$ cat src/rtl/reg_write_arbiter.sv
// Purpose: arbitrates two register-file write requesters and runs a clear sweep of registers 1..31.
// Latency: 1 cycle from handshake to WE3/A3/WD3; a sweep is 31 back-to-back write cycles.
// Backpressure: at most one ready per cycle, both low during reset, clr_start and the sweep.
module reg_write_arbiter #(
  parameter int          PRIO_MODE = 0,
  parameter logic [31:0] CLR_VALUE = 32'h0000_0000
) (
  input  logic        clk,
  input  logic        rst,
  input  logic        req0_valid,
  input  logic [4:0]  req0_addr,
  input  logic [31:0] req0_data,
  output logic        req0_ready,
  input  logic        req1_valid,
  input  logic [4:0]  req1_addr,
  input  logic [31:0] req1_data,
  output logic        req1_ready,
  input  logic        clr_start,
  output logic        clr_busy,
  output logic        WE3,
  output logic [4:0]  A3,
  output logic [31:0] WD3,
  output logic        grant_id
);

  typedef enum logic {
    IDLE  = 1'b0,
    CLEAR = 1'b1
  } state_t;

  state_t      state;
  state_t      state_nxt;
  logic [4:0]  cnt;
  logic        last;     // requester granted by the most recent handshake
  logic        sel;      // requester that would win this cycle
  logic        arb_en;
  logic        hs0;
  logic        hs1;

  // Next state, winner selection and readys; readys are not gated by their own valid.
  always_comb begin
    state_nxt  = state;
    arb_en     = 1'b0;
    sel        = ~last;
    req0_ready = 1'b0;
    req1_ready = 1'b0;

    if (req0_valid && !req1_valid) begin
      sel = 1'b0;
    end else if (!req0_valid && req1_valid) begin
      sel = 1'b1;
    end else if (req0_valid && req1_valid) begin
      sel = (PRIO_MODE == 1) ? 1'b0 : ~last;
    end

    case (state)
      IDLE: begin
        if (clr_start) begin
          state_nxt = CLEAR;
        end else begin
          arb_en = 1'b1;
        end
      end
      CLEAR: begin
        if (cnt == 5'd31) begin
          state_nxt = IDLE;
        end
      end
      default: state_nxt = IDLE;
    endcase

    if (rst) begin
      arb_en = 1'b0;
    end

    req0_ready = arb_en && !sel;
    req1_ready = arb_en && sel;
  end

  assign hs0 = req0_valid && req0_ready;
  assign hs1 = req1_valid && req1_ready;

  // FSM state register.
  always_ff @(posedge clk) begin
    if (rst) begin
      state <= IDLE;
    end else begin
      state <= state_nxt;
    end
  end

  // Sweep counter tracks the address currently shown on A3 while in CLEAR.
  always_ff @(posedge clk) begin
    if (rst) begin
      cnt <= 5'd1;
    end else if (state == IDLE && clr_start) begin
      cnt <= 5'd1;
    end else if (state == CLEAR && cnt != 5'd31) begin
      cnt <= cnt + 5'd1;
    end
  end

  // Round-robin pointer moves only on a handshake.
  always_ff @(posedge clk) begin
    if (rst) begin
      last <= 1'b1;
    end else if (hs0) begin
      last <= 1'b0;
    end else if (hs1) begin
      last <= 1'b1;
    end
  end

  // Registered write port: the sweep's first write is loaded on the clr_start edge so
  // A3 equals the counter in every CLEAR cycle and the sweep never overlaps a granted write.
  always_ff @(posedge clk) begin
    if (rst) begin
      WE3      <= 1'b0;
      A3       <= 5'd0;
      WD3      <= 32'd0;
      grant_id <= 1'b0;
      clr_busy <= 1'b0;
    end else if (state == IDLE && clr_start) begin
      WE3      <= 1'b1;
      A3       <= 5'd1;
      WD3      <= CLR_VALUE;
      grant_id <= 1'b0;
      clr_busy <= 1'b1;
    end else if (state == CLEAR) begin
      if (cnt == 5'd31) begin
        WE3      <= 1'b0;
        clr_busy <= 1'b0;
      end else begin
        WE3      <= 1'b1;
        A3       <= cnt + 5'd1;
        WD3      <= CLR_VALUE;
        grant_id <= 1'b0;
      end
    end else begin
      WE3 <= (hs0 && req0_addr != 5'd0) || (hs1 && req1_addr != 5'd0);
      if (hs0) begin
        A3       <= req0_addr;
        WD3      <= req0_data;
        grant_id <= 1'b0;
      end else if (hs1) begin
        A3       <= req1_addr;
        WD3      <= req1_data;
        grant_id <= 1'b1;
      end
    end
  end

endmodule

$ cat config.mk
export PLATFORM = sky130hd
export DESIGN_NAME = reg_write_arbiter
export DESIGN_NICKNAME = d
export VERILOG_FILES = /design/src/rtl/reg_write_arbiter.sv
export SDC_FILE = /design/constraint.sdc
export NUM_CORES = 1
export LEC_CHECK = 0
export BUFFER_PORTS_ARGS = -buffer_cell sky130_fd_sc_hd__buf_2
export CORE_AREA = 2 2 79 81
export CTS_CLUSTER_SIZE = 40
export DETAILED_ROUTE_END_ITERATION = 6
export DIE_AREA = 0 0 81 83
export MAX_ROUTING_LAYER = met4
export PLACE_DENSITY = 0.83
export SLEW_MARGIN = 40
export SYNTH_ARGS = -nofsm -noshare
export SYNTH_HDL_FRONTEND = slang
export SYNTH_SLANG_ARGS = --single-unit
$ cat constraint.sdc
create_clock -name clk -period 2.04 [get_ports clk]
set_input_delay 0.408 -clock clk [delete_from_list [all_inputs] [get_ports clk]]
set_output_delay 0.408 -clock clk [all_outputs]
set_load 0.03 [all_outputs]
After elaboration in Yosys (flattened, before gate mapping)
Cells that the tools add are included.
W data, S select, Z words.
{ "classes": {"n_mux": 26, "eq_ne": 4, "add_sub_neg": 1, "n_reduce_logical": 25, "n_bitwise": 2} }
{ "op_table": {"columns": ["op", "n"], "rows": [
  ["$mux W32", 4],
  ["$mux W5", 4],
  ["$mux W1", 17],
  ["$logic_and A1 B1 Y1", 10],
  ["$reduce_bool A5 Y1", 2],
  ["$reduce_and A2 Y1", 3],
  ["$reduce_bool A2 Y1", 3],
  ["$add A5 B1 Y5 const B", 1],
  ["$eq A5 B5 Y1 const B", 1],
  ["$ne A5 B5 Y1 const B", 1],
  ["$reduce_bool A4 Y1", 1],
  ["$logic_not A1 Y1", 3],
  ["$ne A3 B2 Y1 const B", 1],
  ["$reduce_bool A3 Y1", 1],
  ["$ne A2 B2 Y1 const B", 1],
  ["$not A1 Y1", 2],
  ["$pmux W1 S2", 1],
  ["$reduce_or A2 Y1", 1],
  ["$logic_or A1 B1 Y1", 1]
]} }
{ "word_totals": {"regBits": 47, "inputBits": 79, "output_inout_bits": 42} }

Longest topological paths before layout
Gate-level depths: netlist (run 1).
{ "depth": {"depth_word": 11, "mapped_depth": 8} }

Worst setup path before layout (run 1)
No wires, ideal clock.
{ "synth_path": {"path_type": "input-to-output", "start": "input clr_start", "end": "output req1_ready", "n_path_buf": 3, "path_slack_ps": 75, "required_time_ps": 1632, "path_stages": 5, "arrival_ps": 1557, "path_cell_list": "or3_1 > buf_2 > buf_6 > buf_6 > nor2_1"} }
{ "synth_via": {"elab_chain_cells": 4} }
{ "synth_rtl": {"columns": ["item", "line_no", "source"], "rows": [
  ["start, declared", "18", "input logic clr_start,"],
  ["$mux W1", "58", "if (clr_start) begin"],
  ["$mux W1", "56", "case (state)"],
  ["$mux W1", "72", "if (rst) begin"],
  ["$logic_and A1 B1 Y1", "77", "req1_ready = arb_en && sel;"],
  ["end, declared", "17", "output logic req1_ready,"]
]} }
No other way between the ends.

Worst setup path in the final report (run 1)
{ "layout_path": {"start": "register state", "end": "output req1_ready"} }
{ "layout_via": {"elab_chain_cells": 3} }
{ "layout_rtl": {"columns": ["item", "line_no", "source"], "rows": [
  ["start, declared", "31", "state_t state;"],
  ["start signal, assigned", "88", "state <= state_nxt;"],
  ["$mux W1", "56", null],
  ["$mux W1", "72", null],
  ["$logic_and A1 B1 Y1", "77", null]
]} }
No other way between the ends.

==> results of run 1 <==
## registers in the layout, indices dropped and copies added, names as in the netlist
name	cells
WD3	32
WE3	1
cnt	5
grant_id	1
last	1
A3	5
clr_busy	1
state	1
## layout by cell type (no fill, tap or decap), types with 5 or more instances in the layout
master    netlist  final
nand4_1        32     32
nand3_1         6      6
buf_4           0     22
o31ai_1        32     32
nand2_1        40     40
nor2_1         11     10
o21ai_0         5      5
clkbuf_8        0      5
a211o_1        34     34
dfxtp_1        47     47
buf_2           9    119
a21oi_1        36     36
## kinds of logic (layout without fill, tap and decap cells)
| family | count (synthesis) | after routing | share of synthesized area [%] |
|---|---|---|---|
| xor+xnor | 5 | 5 | 1.64 |
| buf+inv | 45 | 153 | 8.74 |
| mux | 2 | 2 | 0.752 |
| flops | 47 | 47 | 35.3 |
| simple gates | 105 | 105 | 19.8 |
| fa+ha+maj | 2 | 2 | 0.939 |
| compound gates | 122 | 122 | 32.8 |
## per-stage QoR
stage               area [um^2]  util [%]  hold slack (ns)  setup slack [ns]
finish                     3440      59.1            0.354             0.144
global route               3440      59.1            0.348            0.0122
CTS                        3410      58.7            0.353            0.0235
detailed placement         3340      57.4            0.444            0.0120
global placement           3340      57.4            0.435            0.0979
floorplan                  2660         -            0.467            0.0749
## power by group through the flow
stage | Combinational, mW | Clock (mW) | Sequential (mW)
after global placement | 0.457 | 0 | 0.986
after global routing | 0.520 | 0.570 | 0.969
after detailed placement | 0.467 | 0 | 0.987
after floorplan | 0.243 | 0 | 1.03
final | 0.477 | 0.514 | 0.966
after CTS | 0.469 | 0.534 | 0.966
## critical path, stage by stage (launching register included)
cell and delay (ns):
dfxtp_1 0.32, or3_4 0.42, buf_12 0.17, nor2_1 0.10
buf_4 0.16
## area by class of cell
class | count | area [um^2] | area share [%]
Clock buffer | 6 | 72.6 | 2.11
Inverter | 4 | 15.0 | 0.437
Multi-Input combinational cell | 236 | 1520 | 44.1
Sequential cell | 47 | 941 | 27.4
Tap cell | 75 | 93.8 | 2.73
Timing Repair Buffer | 143 | 801 | 23.3
## what timing repair did
item | 4_1_cts | 5_1_grt
setup endpoints to repair | 18 | 13
hold endpoints to repair | 0 | 0
pin swaps | 0 | 1
gates cloned | 0 | 0
resized for setup | 2 | 2
hold buffers | 0 | 0
setup buffers | 0 | 2
## how the worst max path moves through the flow
stage | start | end | slack, ns
global route | cnt[0]$_SDFFE_PP1P_ | WD3[14]$_SDFFE_PP0P_ | 0.01
detailed placement | cnt[0]$_SDFFE_PP1P_ | WD3[8]$_SDFFE_PP0P_ | 0.01
CTS | state$_SDFF_PP0_ | req1_ready | 0.02
finish | state$_SDFF_PP0_ | req1_ready | 0.14
floorplan | clr_start | req1_ready | 0.07
global placement | cnt[0]$_SDFFE_PP1P_ | WD3[10]$_SDFFE_PP0P_ | 0.1
## per-layer routing
metal  vias up  wire length [um]
li1       1454                 -
met4         0                88
met5         -                 0
met1      1403              3400
met2       122              3820
met3        10               572
==> results.yml, run 1 <==
synthesis:
  syn_nets: 409
  yosysSeqAreaShare_pct: 35.3
  synth-edff-count: 0
  async_flop_share_pct: 0
  ys.flop_type: "dfxtp_1"
  syn-cell-area_um2: 2660
  synth_top_area_share_pct: 35.3
  synth_area_leaders: "dfxtp_1 (35%), a211o_1 (11%), o31ai_1 (9.0%)"
  ys_types: 41
  synthCells: 328
  ys_ff_latch: 47
  yosys.area.top_type: "dfxtp_1"
  synth.avg_cell_area_um2: 8.12
  ys_top_cells_by_count: "dfxtp_1 (47), nand2_1 (40), a21oi_1 (36)"
  yosys.cell_count.top_type: "dfxtp_1"
  ys_warn_count: 0
pwr:
  p_sw_share_pct: 30.3
  totalPowerFinal_mw: 1.96
  power_frac_clock_pct: 26.3
  p_int_mw: 1.36
  p_comb_share_pct: 24.4
  switchingPower_uw: 592
  p_seq_share_pct: 49.4
  leakagePower_nw: 1.42
  worst_ir_drop_vdd_v: 0.000253
  p_per_area_nw_per_um2: 569
layout:
  final_net_count: 518
  antenna_cells: 0
  final_cells: 511
  post_route_cells_drive_above_1_share_pct: 35.6
  area_growth_pct: 29.1
  fillers: 533
floorplanning:
  die_w_um: 81
  placementRows: 28
  dieArea_um2: 6720
  io_pins: 121
  core_um2: 5820
  start_util_pct: 45.8
  die_h_um: 83
placement:
  gp_congestion: 0.835
  hpwl_um: 5690
  port_buffers: 120
  place_inst: 503
grt:
  grt_use_total_pct: 24.3
  antenna_found_initial: 0
  grt_use_met3_pct: 4.02
  first_global_vias: 2799
  gr-usage-met2_pct: 40.3
  grt_pass1_wl_um: 12800
  use_met1_pct: 29.9
  grt_max_degree: 41
  grt-ovfl-total: 0
  grt-busiest-layer: "met2"
timing:
  rsz0062_at_grt: "no"
  finClkSkew_ns: 0.00567
  period_minus_slack_ns: 1.90
  tns_ns: 0
  setup_viol: 0
  finalHoldViolCount: 0
  max_freq_mhz: 527
  maxSlewHeadroom_pct: 64.3
  min_period_over_period_pct: 92.9
  slew_viol_final: 0
  tightest_slew_ns: 0.536
detailed_routing:
  ant_nets: 0
  routed_via_density: 5.85
  drtIter0Drc: 213
  dr.pass1.iters: 4
  wl_um: 7890
  via_count: 2989
  wl_per_cell_um: 15.4
  drt_drc_violations_left: 0
cts:
  cts_buffer_depth: 2
  clkTransAtPathRegs_ns: 0.08
  cts_sinks: 47
  cts.htree.levels: 2
  cts-buffers-inserted: 5
  cts_root_buf: "clkbuf_8"
  cts_tree: "done"
  insertion_delay_ns: 0.30
setup_path:
  reg2reg_slack_ns: 0.19
  cp-start-kind: "flop"
  end_kind: "output pin"
  reg2regPathDepth: 6
  worstPathArrival_ns: 1.49
  timing.rr.end: "A3[4]$_SDFFE_PP0P_"
  reg2reg_from: "cnt[0]$_SDFFE_PP1P_"
  path_class: "flop to output pin"
  cp_max_fo: 26
  crit_required_ns: 1.63
min_path:
  worstHoldStart: "req0_addr[3]"
  hold_path.class: "input port to flop"
  holdPathEnd: "WE3$_SDFF_PP0_"
  hold_depth: 3
status:
  outcome: "completed"
job:
  maxCapViolations: 0
No activity file was read; power rests on OpenSTA's default activity.
==> run 2: changes to the inputs <==
--- a/config.mk
+++ b/config.mk
@@ -11,7 +11,7 @@
 export DETAILED_ROUTE_END_ITERATION = 6
 export DIE_AREA = 0 0 81 83
 export MAX_ROUTING_LAYER = met4
-export PLACE_DENSITY = 0.83
+export PLACE_DENSITY_LB_ADDON = 0.2
 export SLEW_MARGIN = 40
 export SYNTH_ARGS = -nofsm -noshare
 export SYNTH_HDL_FRONTEND = slang
==> constraint.sdc (replaced) <==
create_clock -name clk -period 2.04 [get_ports clk]
set_input_delay 0.102 -clock clk [delete_from_list [all_inputs] [get_ports clk]]
set_output_delay 0.102 -clock clk [all_outputs]
set_load 0.03 [all_outputs]
==> run 2 against run 1 <==
Against the previous run: critical path type unchanged; highest routed layer unchanged; cell count down 0.59%; clock skew is 0.0045 ns higher; combinational power is 2% lower; die area stayed put; power increased by 2.3%; global-route usage up 0.75 points; critical path depth stayed put; via count decreased by 0.43%; design area fell by 0.84%; sequential power about the same.
==> results.yml, run 2 (synthesis gave the netlist of run 1 again) <==
status:
  outcome: "completed"
pwr:
  worst_ir_drop_vdd_v: 0.000295
  p_per_area_nw_per_um2: 587
  totalPowerFinal_mw: 2.00
  leakagePower_nw: 1.40
layout:
  final_cells: 508
  area_growth_pct: 28.0
  largest_register: "WD3"
  post_route_cells_drive_above_1_share_pct: 35.3
  seq_area_um2: 941
  antenna_cells: 0
  final_common_cell: "buf_2"
  largest_reg_flops: 32
  final_cell_mix: "buf_2 (120), dfxtp_1 (47), nand2_1 (40), a21oi_1 (36), a211o_1 (34)"
  final_net_count: 514
  multi_input_area_um2: 1500
  fillers: 579
  final_area_um2: 3410
  reg_top3: "WD3 (32), A3 (5), cnt (5)"
grt:
  antenna_found_initial: 0
  grt_use_total_pct: 25.0
  grt_pass1_wl_um: 13300
  first_global_vias: 2813
  gr-usage-met2_pct: 40.5
  grt_max_degree: 36
  use_met1_pct: 32.1
  grt_use_met3_pct: 5.22
  grt-ovfl-total: 0
  grt-busiest-layer: "met2"
cts:
  clkTransAtPathRegs_ns: 0.09
  cts_root_buf: "clkbuf_8"
  holdBufCountCts: 0
  insertion_delay_ns: 0.29
  postCtsSetupRepairBufs: 0
  cts_tree: "done"
  cts_buffer_depth: 2
  cts.htree.levels: 2
  ctsResizeCount: 0
  cts_sinks: 47
  cts-buffers-inserted: 5
setup_path:
  reg2regPathDepth: 6
  cp_max_fo: 35
  timing.rr.end: "A3[4]$_SDFFE_PP0P_"
  reg2reg_from: "cnt[0]$_SDFFE_PP1P_"
  end_kind: "output pin"
  path_class: "flop to output pin"
  worstPathArrival_ns: 1.76
  reg2reg_slack_ns: 0.21
  crit_required_ns: 1.94
  cp-start-kind: "flop"
placement:
  pre_cts_slack_ns: 0.126
  port_buffers: 120
  place_inst: 501
  hpwl_um: 5720
  gp_congestion: 0.882
  dpl_cell_area_um2: 3320
detailed_routing:
  wl_um: 8010
  drtIter0Drc: 198
  routed_via_density: 5.86
  wl_per_cell_um: 15.8
  ant_nets: 0
  dr.pass1.iters: 4
  drt_drc_violations_left: 0
  via_count: 2976
timing:
  period_minus_slack_ns: 1.86
  tns_ns: 0
  min_period_over_period_pct: 91.1
  rsz0062_at_grt: "no"
  slew_viol_final: 0
  finClkSkew_ns: 0.0101
  finalHoldViolCount: 0
  worst_slack_ns: 0.181
  tightest_slew_ns: 0.504
  setup_viol: 0
  max_freq_mhz: 538
  maxSlewHeadroom_pct: 65.5
floorplanning:
  die_h_um: 83
  dieArea_um2: 6720
  io_pins: 121
  die_w_um: 81
  start_util_pct: 45.8
  core_um2: 5820
  placementRows: 28
min_path:
  hold_depth: 3
  hold_path.class: "input port to flop"
  holdPathEnd: "WE3$_SDFF_PP0_"
  worstHoldStart: "req0_addr[3]"
job:
  maxCapViolations: 0
==> run 2: critical path: stages (launching register included) <==
cell and delay, ns:
dfxtp_1 0.32, or3_2 0.52, buf_4 0.27, nor2_1 0.13, buf_2 0.20
==> run 2: cell type report <==
cell class | count | area share, %
repair buffers | 139 | 22.5
flip-flops and latches | 47 | 27.6
multi-input cells | 236 | 44.1
clock buffers | 6 | 2.42
clock inverters | 1 | 0.147
well taps | 75 | 2.75
inverters | 4 | 0.440
==> run 2: per-stage QoR <==
step	utilization, %	hold slack (ns)
4_1_cts	58.6	0.0436
2_1_floorplan	-	0.174
5_1_grt	58.6	0.0764
6_report	58.6	0.0510
3_3_place_gp	57.1	0.351
3_5_place_dp	57.1	0.354
==> run 2: power by group <==
part	switching (mW)	leakage (nW)	total [mW]	internal, mW
Combinational	0.289	0.973	0.468	0.180
Sequential	0.0166	0.382	0.964	0.947
Clock	0.302	0.0470	0.568	0.267
Total	0.607	1.40	2.00	1.39
==> run 2: worst max path at each step <==
stage	start	to	slack (ns)	cells past startpoint
after detailed placement	cnt[1]$_SDFFE_PP0P_	WD3[2]$_SDFFE_PP0P_	0.13	7
after global placement	cnt[0]$_SDFFE_PP1P_	A3[4]$_SDFFE_PP0P_	0.19	6
final	state$_SDFF_PP0_	req1_ready	0.18	4
after CTS	cnt[1]$_SDFFE_PP0P_	WD3[10]$_SDFFE_PP0P_	0.11	7
after floorplan	cnt[0]$_SDFFE_PP1P_	A3[4]$_SDFFE_PP0P_	0.27	8
after global routing	cnt[1]$_SDFFE_PP0P_	WD3[17]$_SDFFE_PP0P_	0.07	7
==> run 2: metal layers <==
layer	part of all wire, %	vias to the layer above
met2	48	128
met4	1.0	0
met5	0	-
met3	7.8	8
met1	43	1387
li1	-	1453
